<file path="src/rtl/uart_rx_sampler.sv">
// uart_rx_sampler: 8N1 UART receive front end.
// Oversamples the asynchronous line at 16x baud using a clock-enable tick.
// Each bit is decided by a 3-sample majority vote at sample indices 7, 8 and 9.
// Each recovered byte is presented with a one-cycle data_valid strobe.
// A bad stop bit produces a one-cycle frame_error strobe instead.
module uart_rx_sampler #(
    parameter int CLK_FREQ  = 100_000_000,
    parameter int BAUD_RATE = 9600
) (
    input  logic       clk,
    input  logic       rst,
    input  logic       din,
    output logic [7:0] data,
    output logic       data_valid,
    output logic       frame_error
);

    localparam int SAMPLE_CLK_RATIO = CLK_FREQ / BAUD_RATE / 16;
    localparam int CNT_W = (SAMPLE_CLK_RATIO > 1) ? $clog2(SAMPLE_CLK_RATIO) : 1;
    localparam logic [CNT_W-1:0] CNT_LAST = CNT_W'(SAMPLE_CLK_RATIO - 1);

    typedef enum logic [1:0] {
        ST_IDLE  = 2'd0,
        ST_START = 2'd1,
        ST_DATA  = 2'd2,
        ST_STOP  = 2'd3
    } state_t;

    // Majority of three samples; tolerates a single corrupted sample.
    function automatic logic maj3(input logic a, input logic b, input logic c);
        return (a & b) | (a & c) | (b & c);
    endfunction

    state_t           state_q, state_d;
    logic [CNT_W-1:0] cnt_q, cnt_d;
    logic [3:0]       idx_q, idx_d;
    logic [2:0]       bitcnt_q, bitcnt_d;
    logic [7:0]       shift_q, shift_d;
    logic             s7_q, s7_d;
    logic             s8_q, s8_d;
    logic             sync_q, sync_d;
    logic             din_s_q, din_s_d;
    logic             din_d_q, din_d_d;
    logic [7:0]       data_q, data_d;
    logic             data_valid_q, data_valid_d;
    logic             frame_error_q, frame_error_d;

    logic             tick_s;
    logic             start_edge_s;
    logic             maj_s;

    // Decode tick, start edge and current bit vote from registered state.
    always_comb begin
        tick_s       = (state_q != ST_IDLE) && (cnt_q == CNT_LAST);
        start_edge_s = din_d_q & ~din_s_q;
        maj_s        = maj3(s7_q, s8_q, din_s_q);
    end

    // Next-state logic: synchronizer, tick/sample counters, frame FSM, outputs.
    always_comb begin
        state_d       = state_q;
        cnt_d         = cnt_q;
        idx_d         = idx_q;
        bitcnt_d      = bitcnt_q;
        shift_d       = shift_q;
        s7_d          = s7_q;
        s8_d          = s8_q;
        data_d        = data_q;
        data_valid_d  = 1'b0;
        frame_error_d = 1'b0;

        // Two-flop synchronizer followed by one cycle of edge history.
        sync_d  = din;
        din_s_d = sync_q;
        din_d_d = din_s_q;

        // Tick counter is parked at zero while idle so sample phase follows the start edge.
        if (state_q == ST_IDLE) begin
            cnt_d = {CNT_W{1'b0}};
        end else if (tick_s) begin
            cnt_d = {CNT_W{1'b0}};
        end else begin
            cnt_d = cnt_q + CNT_W'(1);
        end

        // Sample index advances once per tick and wraps 15 -> 0 at end of bit.
        if (tick_s) begin
            idx_d = idx_q + 4'd1;
        end else begin
            idx_d = idx_q;
        end

        // Capture the first two votes of the bit; the third is taken live at index 9.
        if (tick_s && (idx_q == 4'd7)) begin
            s7_d = din_s_q;
        end else if (tick_s && (idx_q == 4'd8)) begin
            s8_d = din_s_q;
        end else begin
            s7_d = s7_q;
            s8_d = s8_q;
        end

        case (state_q)
            ST_IDLE: begin
                idx_d = 4'd0;
                if (start_edge_s) begin
                    state_d = ST_START;
                end else begin
                    state_d = ST_IDLE;
                end
            end
            ST_START: begin
                if (tick_s && (idx_q == 4'd9) && maj_s) begin
                    // Start bit did not hold low through mid-bit: treat as a glitch.
                    state_d = ST_IDLE;
                end else if (tick_s && (idx_q == 4'd15)) begin
                    state_d  = ST_DATA;
                    bitcnt_d = 3'd0;
                end else begin
                    state_d = ST_START;
                end
            end
            ST_DATA: begin
                if (tick_s && (idx_q == 4'd9)) begin
                    // Line is LSB first, so shift in from the MSB side.
                    shift_d = {maj_s, shift_q[7:1]};
                end else if (tick_s && (idx_q == 4'd15)) begin
                    if (bitcnt_q == 3'd7) begin
                        state_d = ST_STOP;
                    end else begin
                        bitcnt_d = bitcnt_q + 3'd1;
                    end
                end else begin
                    state_d = ST_DATA;
                end
            end
            ST_STOP: begin
                // Leave at mid-stop so a back-to-back start edge is not missed.
                if (tick_s && (idx_q == 4'd9)) begin
                    state_d = ST_IDLE;
                    if (maj_s) begin
                        data_d       = shift_q;
                        data_valid_d = 1'b1;
                    end else begin
                        frame_error_d = 1'b1;
                    end
                end else begin
                    state_d = ST_STOP;
                end
            end
            default: begin
                state_d = ST_IDLE;
            end
        endcase
    end

    // State and output registers; async reset assumes an idle (high) line.
    always_ff @(posedge clk or posedge rst) begin
        if (rst) begin
            state_q       <= ST_IDLE;
            cnt_q         <= {CNT_W{1'b0}};
            idx_q         <= 4'd0;
            bitcnt_q      <= 3'd0;
            shift_q       <= 8'h00;
            s7_q          <= 1'b1;
            s8_q          <= 1'b1;
            sync_q        <= 1'b1;
            din_s_q       <= 1'b1;
            din_d_q       <= 1'b1;
            data_q        <= 8'h00;
            data_valid_q  <= 1'b0;
            frame_error_q <= 1'b0;
        end else begin
            state_q       <= state_d;
            cnt_q         <= cnt_d;
            idx_q         <= idx_d;
            bitcnt_q      <= bitcnt_d;
            shift_q       <= shift_d;
            s7_q          <= s7_d;
            s8_q          <= s8_d;
            sync_q        <= sync_d;
            din_s_q       <= din_s_d;
            din_d_q       <= din_d_d;
            data_q        <= data_d;
            data_valid_q  <= data_valid_d;
            frame_error_q <= frame_error_d;
        end
    end

    assign data        = data_q;
    assign data_valid  = data_valid_q;
    assign frame_error = frame_error_q;

endmodule

</file>
<file path="config.mk">
export PLATFORM = sky130hd
export DESIGN_NAME = uart_rx_sampler
export DESIGN_NICKNAME = d
export VERILOG_FILES = /design/src/rtl/uart_rx_sampler.sv
export SDC_FILE = /design/constraint.sdc
export NUM_CORES = 1
export LEC_CHECK = 0
export BUFFER_PORTS_ARGS = -buffer_cell sky130_fd_sc_hd__buf_2
export CAP_MARGIN = 40
export CORE_ASPECT_RATIO = 1.75
export CORE_MARGIN = 2
export CORE_UTILIZATION = 41
export DETAILED_ROUTE_END_ITERATION = 8
export GPL_ROUTABILITY_DRIVEN = 1
export PLACE_DENSITY = 0.57
export SLEW_MARGIN = 20
export SYNTH_ARGS = -nofsm -noshare
export SYNTH_HDL_FRONTEND = slang
export SYNTH_SLANG_ARGS = --single-unit
</file>
<file path="constraint.sdc">
create_clock -name clk -period 2.6 [get_ports clk]
set_clock_uncertainty 0.15 [all_clocks]
set_input_delay 0 -clock clk [delete_from_list [all_inputs] [get_ports clk]]
set_output_delay 0 -clock clk [all_outputs]
set_load 0.005 [all_outputs]
</file>
==> results of run 1 <==
[logic make-up after synthesis]
| kind of cell | count (synthesis) | share of synthesized area [%] |
|---|---|---|
| muxes | 18 | 10.3 |
| buffers and inverters | 10 | 3.04 |
| AOI/OAI and AO/OA | 18 | 5.89 |
| DFF | 42 | 53.5 |
| xor gates and xnor gates | 10 | 4.43 |
| adders and majority gates | 8 | 4.94 |
| and+or+nand+nor | 63 | 18.0 |
[layout by cell type (no fill, tap or decap), types with 2 or more instances in the layout]
master and instances:
dfrtp_1 37, mux2_2 16, nor2_1 16, nand2_1 12, buf_2 12, nand3_1 7
xnor2_1 7, ha_1 7, o21ai_0 6, o211ai_1 5, clkbuf_8 5, dfstp_2 5
nor2b_1 4, a21oi_1 4, inv_1 4, nor3_1 4, and3_1 3, nand4_1 3
xor2_1 3, buf_4 3, nand3b_1 2, mux2_1 2, clkinv_2 2, dlygate4sd3_1 2
[worst max-delay path: cells and delay by family (launching register included)]
kind	cells	cell delay, ps
adder cells (fa/ha/maj)	1	130
buffers and inverters	1	70
flip-flops	1	420
multiplexers	1	380
AND/OR/NAND/NOR	3	930
[timing repair]
item | 4_1_cts | 5_1_grt
hold buffers | 2 | 0
endpoints found under the hold margin | 39 | 0
setup buffers | 0 | 0
setup endpoints to repair | 0 | 0
[power by group]
part,internal (W),leakage (nW),switching [W]
sequential,0.000710,0.550,0.0000714
clock,0.000180,0.0438,0.000210
combinational,0.0000737,0.441,0.0000793
[cell type report]
| class | count | share of cell area [%] |
|---|---|---|
| clock buffer | 5 | 3.12 |
| multi-input combinational | 117 | 39.0 |
| sequential | 42 | 47.9 |
| clock inverter | 2 | 0.454 |
| timing repair buffer | 18 | 5.90 |
| tap | 52 | 2.95 |
| inverter | 4 | 0.681 |
[per-layer routing]
layer	vias up	track usage [%]	part of all wire (%)
li1	627	-	-
met1	640	14.1	40
met2	18	27.6	55
met3	9	3.63	2.3
met4	0	7.34	3.0
met5	-	0	0
[metrics by stage]
step | util, % | power (W)
after floorplan | - | 0.000902
after global routing | 47.3 | 0.00140
after global placement | 44.6 | 0.000937
after CTS | 47.3 | 0.00135
final | 47.3 | 0.00132
after detailed placement | 45.2 | 0.000945
[how the worst min path moves through the flow]
stage / start / end / slack (ps) / cells after the start
after global placement: din / din_s_d / -40 / 1
after detailed placement: rst / idx_q[0] / -190 / 2
final: rst / data_valid / 30 / 3
after floorplan: din / din_s_d / -150 / 0
after global routing: rst / frame_error / 80 / 3
after CTS: rst / frame_error / 40 / 3
[sequential cells by signal, summed over array words and instances (netlist names), 2 cells and up]
name / cells
bitcnt_q: 3
cnt_q: 10
data: 8
idx_q: 4
shift_q: 8
state_q: 2
==> results.md, run 1 <==
- Row count: 33
- Synth area leader: dfrtp_1
- Clk buf depth: 2
- WP data required: 2630 ps
- FF/Latch Area: around 1100 µm²
- Path type of the worst min-delay path: in2async
- Static Leak: 1.03 nW
- Avg WL per Cell: roughly 14 µm
- Final period utilization: between 80 and 90%
- Main synth FF type: dfrtp_1
- Fin crit period: 2180 ps
- Yosys warnings: 0
- Post-synth ARST share: 100%
- Placed Area: 2110 µm²
- Horiz. Die Dim: 56.5 µm
- Sequential share of the synthesized area: 53.5%
- Crit path launch type: register
- Antenna Nets Post-Route: 0
- Clock Latency Late Sink: between 200 and 300 ps
- Setup TNS: 0 ps
- Critical-path cell list: inv_1 > ha_1 > and3b_1 > and3_1 > and4_1 > mux2_2
- Worst-path fanout max: 8
- PwrDens: 600 nW/µm²
- CTS Buf Count: 5
- DP Cell Count: around 230
- Net count after synthesis: 179
- Worst setup path category: reg2reg
- Post-synth top area share: 46.8%
- Hpwl dp: 2600 µm
- Post-Syn Instances: 169
- Capture point of the worst path: data[5]
- # resized after CTS: 0
- Filler Cell Count: 426
- Area occupied by multi-input gates: between 800 and 900 µm²
- Die footprint: 5420 µm²
- Top cells by area, synth: dfrtp_1 47%, mux2_2 9.1%, dfstp_2 6.6%
- Synth Area per Inst: 11.7 µm²
- FF+latch count, synth: 42
- DR vias: 1294
- Post-synth EDFFs: 0
- Pin count of the biggest net entering global routing: 19
- Unrepaired setup endpoints after global routing: false
- H-tree depth: 2
- Place WS: 378 ps
- Worst r2r src: cnt_q[0]
- Pins Over Slew Limit: 0
- Via count of the first global-routing pass: ~1.3k
- Reg2reg end: data[5]
- CP max stage delay: 440 ps
- Vias per std cell: between 5 and 6
- CTS tree: yes
- Wirelength, routed: 3480 µm
- FMAX: 458 MHz
- Worst reg2reg setup slack: between 400 and 500 ps
- Root buffer cell: clkbuf_8
- Non-Filler Instances: 240
- Synth-to-layout area growth: 11.6%
- Placer Congestion: between 0.8 and 0.9
- Initial drt markers: 31
- First-pass GRT wire length: approximately 6000 µm
- Port bufs: 12
- Core ar.: 4670 µm²
- Most common cell in the netlist: dfrtp_1
- Status: finished, final reports clean
- Maxcap violations: 0
- Final hold viol count: 0
- CP arrival: 2220 ps
- Nets@finish: 198
- GRT Total Usage: 14.5%
- # diodes: 0
- Min Hold Slack: 31.4 ps
- Clock-pin transition on the worst setup and hold timing paths: 80 ps
- Final setup violation count: 0
- Slew of the pin with the lowest slew margin: 543 ps
- Cell variety after synth: 37
- I/O pin cnt: 13
- Antenna violations before repair: 0
- Die Ht: roughly 96 µm
- VDD IR max: roughly 0.43 mV
- Worst Setup SP: cnt_q[0]
- 1st-pass router iterations: 4
- Final WS setup: approximately 420 ps
- Share of layout cells above drive strength 1: about 26%
- # clock sinks: 42
- Drt drc: 0
- Synth cell count leaders: 37 x dfrtp_1, 16 x mux2_2, 16 x nor2_1, 12 x nand2_1
- Final Cell Area: 2210 µm²
- Relative max-transition margin: between 60% and 70%
- Global route total overflow: 0
- Starting density of the core: 42.4%
- Crit-path slowest cell: and4_1
- Mapped cell area: 1980 µm²
- Cell depth of the worst flop-to-flop path: 6
- CP endpoint kind: register
Power figures use the tool's default switching activity.
==> inputs of run 2 (changes only) <==
--- a/config.mk
+++ b/config.mk
@@ -5,6 +5,7 @@
 export SDC_FILE = /design/constraint.sdc
 export NUM_CORES = 1
 export LEC_CHECK = 0
+export ABC_AREA = 1
 export BUFFER_PORTS_ARGS = -buffer_cell sky130_fd_sc_hd__buf_2
 export CAP_MARGIN = 40
 export CORE_ASPECT_RATIO = 1.75
@@ -12,7 +13,7 @@
 export CORE_UTILIZATION = 41
 export DETAILED_ROUTE_END_ITERATION = 8
 export GPL_ROUTABILITY_DRIVEN = 1
-export PLACE_DENSITY = 0.57
+export PLACE_DENSITY = 0.59
 export SLEW_MARGIN = 20
 export SYNTH_ARGS = -nofsm -noshare
 export SYNTH_HDL_FRONTEND = slang
==> constraint.sdc (replaced) <==
create_clock -name clk -period 1.85 [get_ports clk]
set_clock_uncertainty 0.15 [all_clocks]
set_input_delay 0 -clock clk [delete_from_list [all_inputs] [get_ports clk]]
set_output_delay 0 -clock clk [all_outputs]
set_load 0.005 [all_outputs]
==> run 2 against run 1 <==
Wire length is 13% higher. First-iteration DRC count increased by 42%. Largest cell class unchanged. Worst setup slack worse by 340 ps. Area after synthesis is 5.1% higher. Critical path type unchanged. Die area up 4.8%. Count of clock-buffer cells in the layout unchanged. Critical endpoint is now data[0].
==> results.md, run 2 <==
- First-pass GRT wire length: 7020 µm (+17%)
- 1st-pass router iterations: 4 (unchanged)
- Core ar.: 4930 µm² (+5.8%)
- Post-synth EDFFs: 0 (unchanged)
- VDD IR max: 0.498 mV (+16%)
- Worst reg2reg setup slack: 80 ps (-340 ps)
- Pwr Total: 0.00212 W (+60%)
- Final setup violation count: 0 (unchanged)
- Global route total overflow: 0 (unchanged)
- WP data required: 1890 ps (-740 ps)
- I/O pin cnt: 13 (unchanged)
- Synth cell count leaders: 49 x nand2_1, 37 x dfrtp_1, 35 x inv_1, 22 x nor2_1, 15 x o21ai_2
- Hpwl dp: 2840 µm (+9.2%)
- GRT Total Usage: 15.8% (+1.3 points)
- Status: finished, final reports clean
- Worst-path fanout max: 8 (unchanged)
- Most common cell in the netlist: nand2_1
- Net count after synthesis: 244 (+36%)
- Simple-gate share of the synthesized area: 24.5% (+6.5 points)
- Relative max-transition margin: 65.1% (+1.5 points)
- Fin crit period: 1770 ps (-411 ps)
- Horiz. Die Dim: 57.8 µm (+2.3%)
- Maxcap violations: 0 (unchanged)
- H-tree depth: 2 (unchanged)
- Unrepaired setup endpoints after global routing: true
- Cell variety after synth: 27 (-27%)
- CP max stage delay: 380 ps (-60 ps)
- Clock-pin transition on the worst setup and hold timing paths: 80 ps (about the same)
- Commonest non-fill, non-tap cell in the layout: nand2_1
- Biggest register: cnt_q
- Largest family of logic cells by synthesized area: simple AND/OR/NAND/NOR gates
- Row count: 34 (+3.0%)
- Buf/Inv on CP: 2 (+1)
- Antenna Nets Post-Route: 0 (unchanged)
- Final period utilization: 95.8% (+12 points)
- Final hold viol count: 0 (unchanged)
- Post-synth ARST share: 100% (unchanged)
- Main synth FF type: dfrtp_1
- Via count of the first global-routing pass: 1626 (+23%)
- Yosys warnings: 0 (unchanged)
- Avg WL per Cell: 12.1 µm (-16%)
- Reg2reg end: data[0]
- Crit path max-delay family: simple AND/OR/NAND/NOR gates
- Antenna violations before repair: 0 (unchanged)
- Root buffer cell: clkbuf_8
- Share of layout cells above drive strength 1: 32.7% (+7.2 points)
- Placer Congestion: 0.892 (+8.1%)
- Synth-to-layout area growth: 20.6%
- Critical-path cell list: inv_1 > ha_2 > nand2_1 > nor2_1 > nand4_1 > inv_2 > nand3_4 > nand2_2 > nand2_1
- CTS tree: yes
- Worst setup path category: reg2reg
- Static Leak: 1.18 nW (+14%)
- Synth Area in XOR/XNOR: 0.422% (-4.0 points)
- Adder-Cell Fraction of Synth Area: 4.70% (-0.24 points)
- # clock sinks: 42 (unchanged)
- Cell depth of the worst flop-to-flop path: 9 (+3)
- Min Hold Slack: 191 ps (+160 ps)
- FMAX: 564 MHz (+23%)
- Top cells by area, synth: dfrtp_1 45%, nand2_1 8.9%, dfstp_2 6.3%
- Die footprint: 5670 µm² (+4.8%)
- Max FFs per register: 10 (unchanged)
- Crit-path slowest cell: dfrtp_1
- CTS Buf Count: 5 (unchanged)
- FF+latch count, synth: 42 (unchanged)
- Levels on crit path: 9 (+3)
- Commonest cells after routing, fill and taps aside: 42 x nand2_1, 37 x dfrtp_1, 33 x inv_1
- Mapped cell area: 2080 µm² (+5.1%)
- DR vias: 1565 (+21%)
- Sequential share of the synthesized area: 50.9% (-2.6 points)
- Die Ht: 98.2 µm (+2.4%)
- Drt drc: 0 (unchanged)
- Most used cell, CP: nand2_1
- Starting density of the core: 42.1% (-0.28 points)
- Pins Over Slew Limit: 0 (unchanged)
- Worst Setup SP: cnt_q[0]
- Slew of the pin with the lowest slew margin: 523 ps (-20.6 ps)
- Post-Syn Instances: 234 (+38%)
- Path type of the worst min-delay path: in2reg
- Capture point of the worst path: data[0]
- Clk buf depth: 2 (unchanged)
- Post-synth top area share: 44.6% (-2.3 points)
- Vias per std cell: 4.85 (-10%)
- CP endpoint kind: register
- Initial drt markers: 44 (+42%)
- Compound-cell area share of the yosys netlist: 11.2% (+5.3 points)
- Nets@finish: 278 (+40%)
- PwrDens: 848 nW/µm² (+41%)
- Worst r2r src: cnt_q[0]
- Clock Latency Late Sink: 300 ps (about the same)
- CP arrival: 1810 ps (-410 ps)
- Pin count of the biggest net entering global routing: 43 (+24)
- Filler Cell Count: 489 (+15%)
- # diodes: 0 (unchanged)
- Synth area leader: dfrtp_1
- Multiplexer share of the synthesized area: 0% (-10 points)
- Wirelength, routed: 3920 µm (+13%)
- Port bufs: 12 (unchanged)
- Crit path launch type: register
- Synth Area per Inst: 8.88 µm² (-24%)
## run 2: cell count changes in the layout (fill, tap and decap cells not counted), moves of 5 or more
cell / before / now
nand2_1: 12 / 42
inv_1: 4 / 33
mux2_2: 16 / 0
o21ai_2: 1 / 14
buf_4: 3 / 14
nand2_2: 0 / 9
xnor2_1: 7 / 0
inv_2: 0 / 6
nor2_2: 0 / 6
o211ai_1: 5 / 0
o21ai_1: 0 / 5
## run 2: through the flow
| stage | util, % | cell area, µm² | setup slack (ps) | std cells | TNS [ps] |
|---|---|---|---|---|---|
| after detailed placement | 45.6 | 2250 | 47.1 | 307 | 0 |
| after global placement | 45.6 | 2250 | 66.0 | 307 | 0 |
| after CTS | 48.3 | 2380 | 41.2 | 317 | 0 |
| final | 50.8 | 2500 | 78.1 | 323 | 0 |
| after global routing | 50.8 | 2500 | -72.4 | 323 | -615 |
| after floorplan | - | 2080 | 212 | 234 | 0 |
## run 2: power by group
| part | total, W | internal [W] | switching [W] | leakage, nW |
|---|---|---|---|---|
| sequential | 0.00105 | 0.000982 | 0.0000700 | 0.558 |
| combinational | 0.000342 | 0.000136 | 0.000206 | 0.568 |
| clock | 0.000732 | 0.000401 | 0.000330 | 0.0504 |
| total | 0.00212 | 0.00152 | 0.000606 | 1.18 |
## run 2: timing repair
action	CTS	global route
endpoints found under the setup margin	0	27
hold buffers	2	0
endpoints found under the hold margin	38	0
resized for setup	0	19
setup buffers	0	5
## run 2: final cells by class
type                            count  area, µm²  share of cell area (%)
Clock inverter                      3       45.0                    1.80
Clock buffer                        5       68.8                    2.75
Multi-Input combinational cell    151        931                    37.2
Inverter                           40        150                    5.99
Tap cell                           54       67.6                    2.70
Sequential cell                    42       1060                    42.2
Timing Repair Buffer               28        185                    7.39
## run 2: layer usage
metal	up-vias	global-route usage [%]	part of all wire [%]
met5	-	0	0
met1	731	17.3	40
met3	7	2.78	2.2
li1	812	-	-
met4	0	5.55	1.8
met2	15	29.3	56
## run 2: worst min-delay path by stage
stage	endpoint	cells past startpoint	slack [ps]	start
after detailed placement	din_s_d	1	-40	din
final	din_s_d	2	190	din
after CTS	din_s_d	2	190	din
after floorplan	din_s_d	0	-150	din
after global placement	din_s_d	1	-40	din
after global routing	din_s_d	2	200	din
## run 2: cells by family (layout without fill, tap and decap cells)
group / after synthesis / count (layout)
xor gates and xnor gates: 1 / 1
and+or+nand+nor: 108 / 109
buffers and inverters: 42 / 76
adders and majority gates: 8 / 8
AOI/OAI and AO/OA: 33 / 33
DFF: 42 / 42
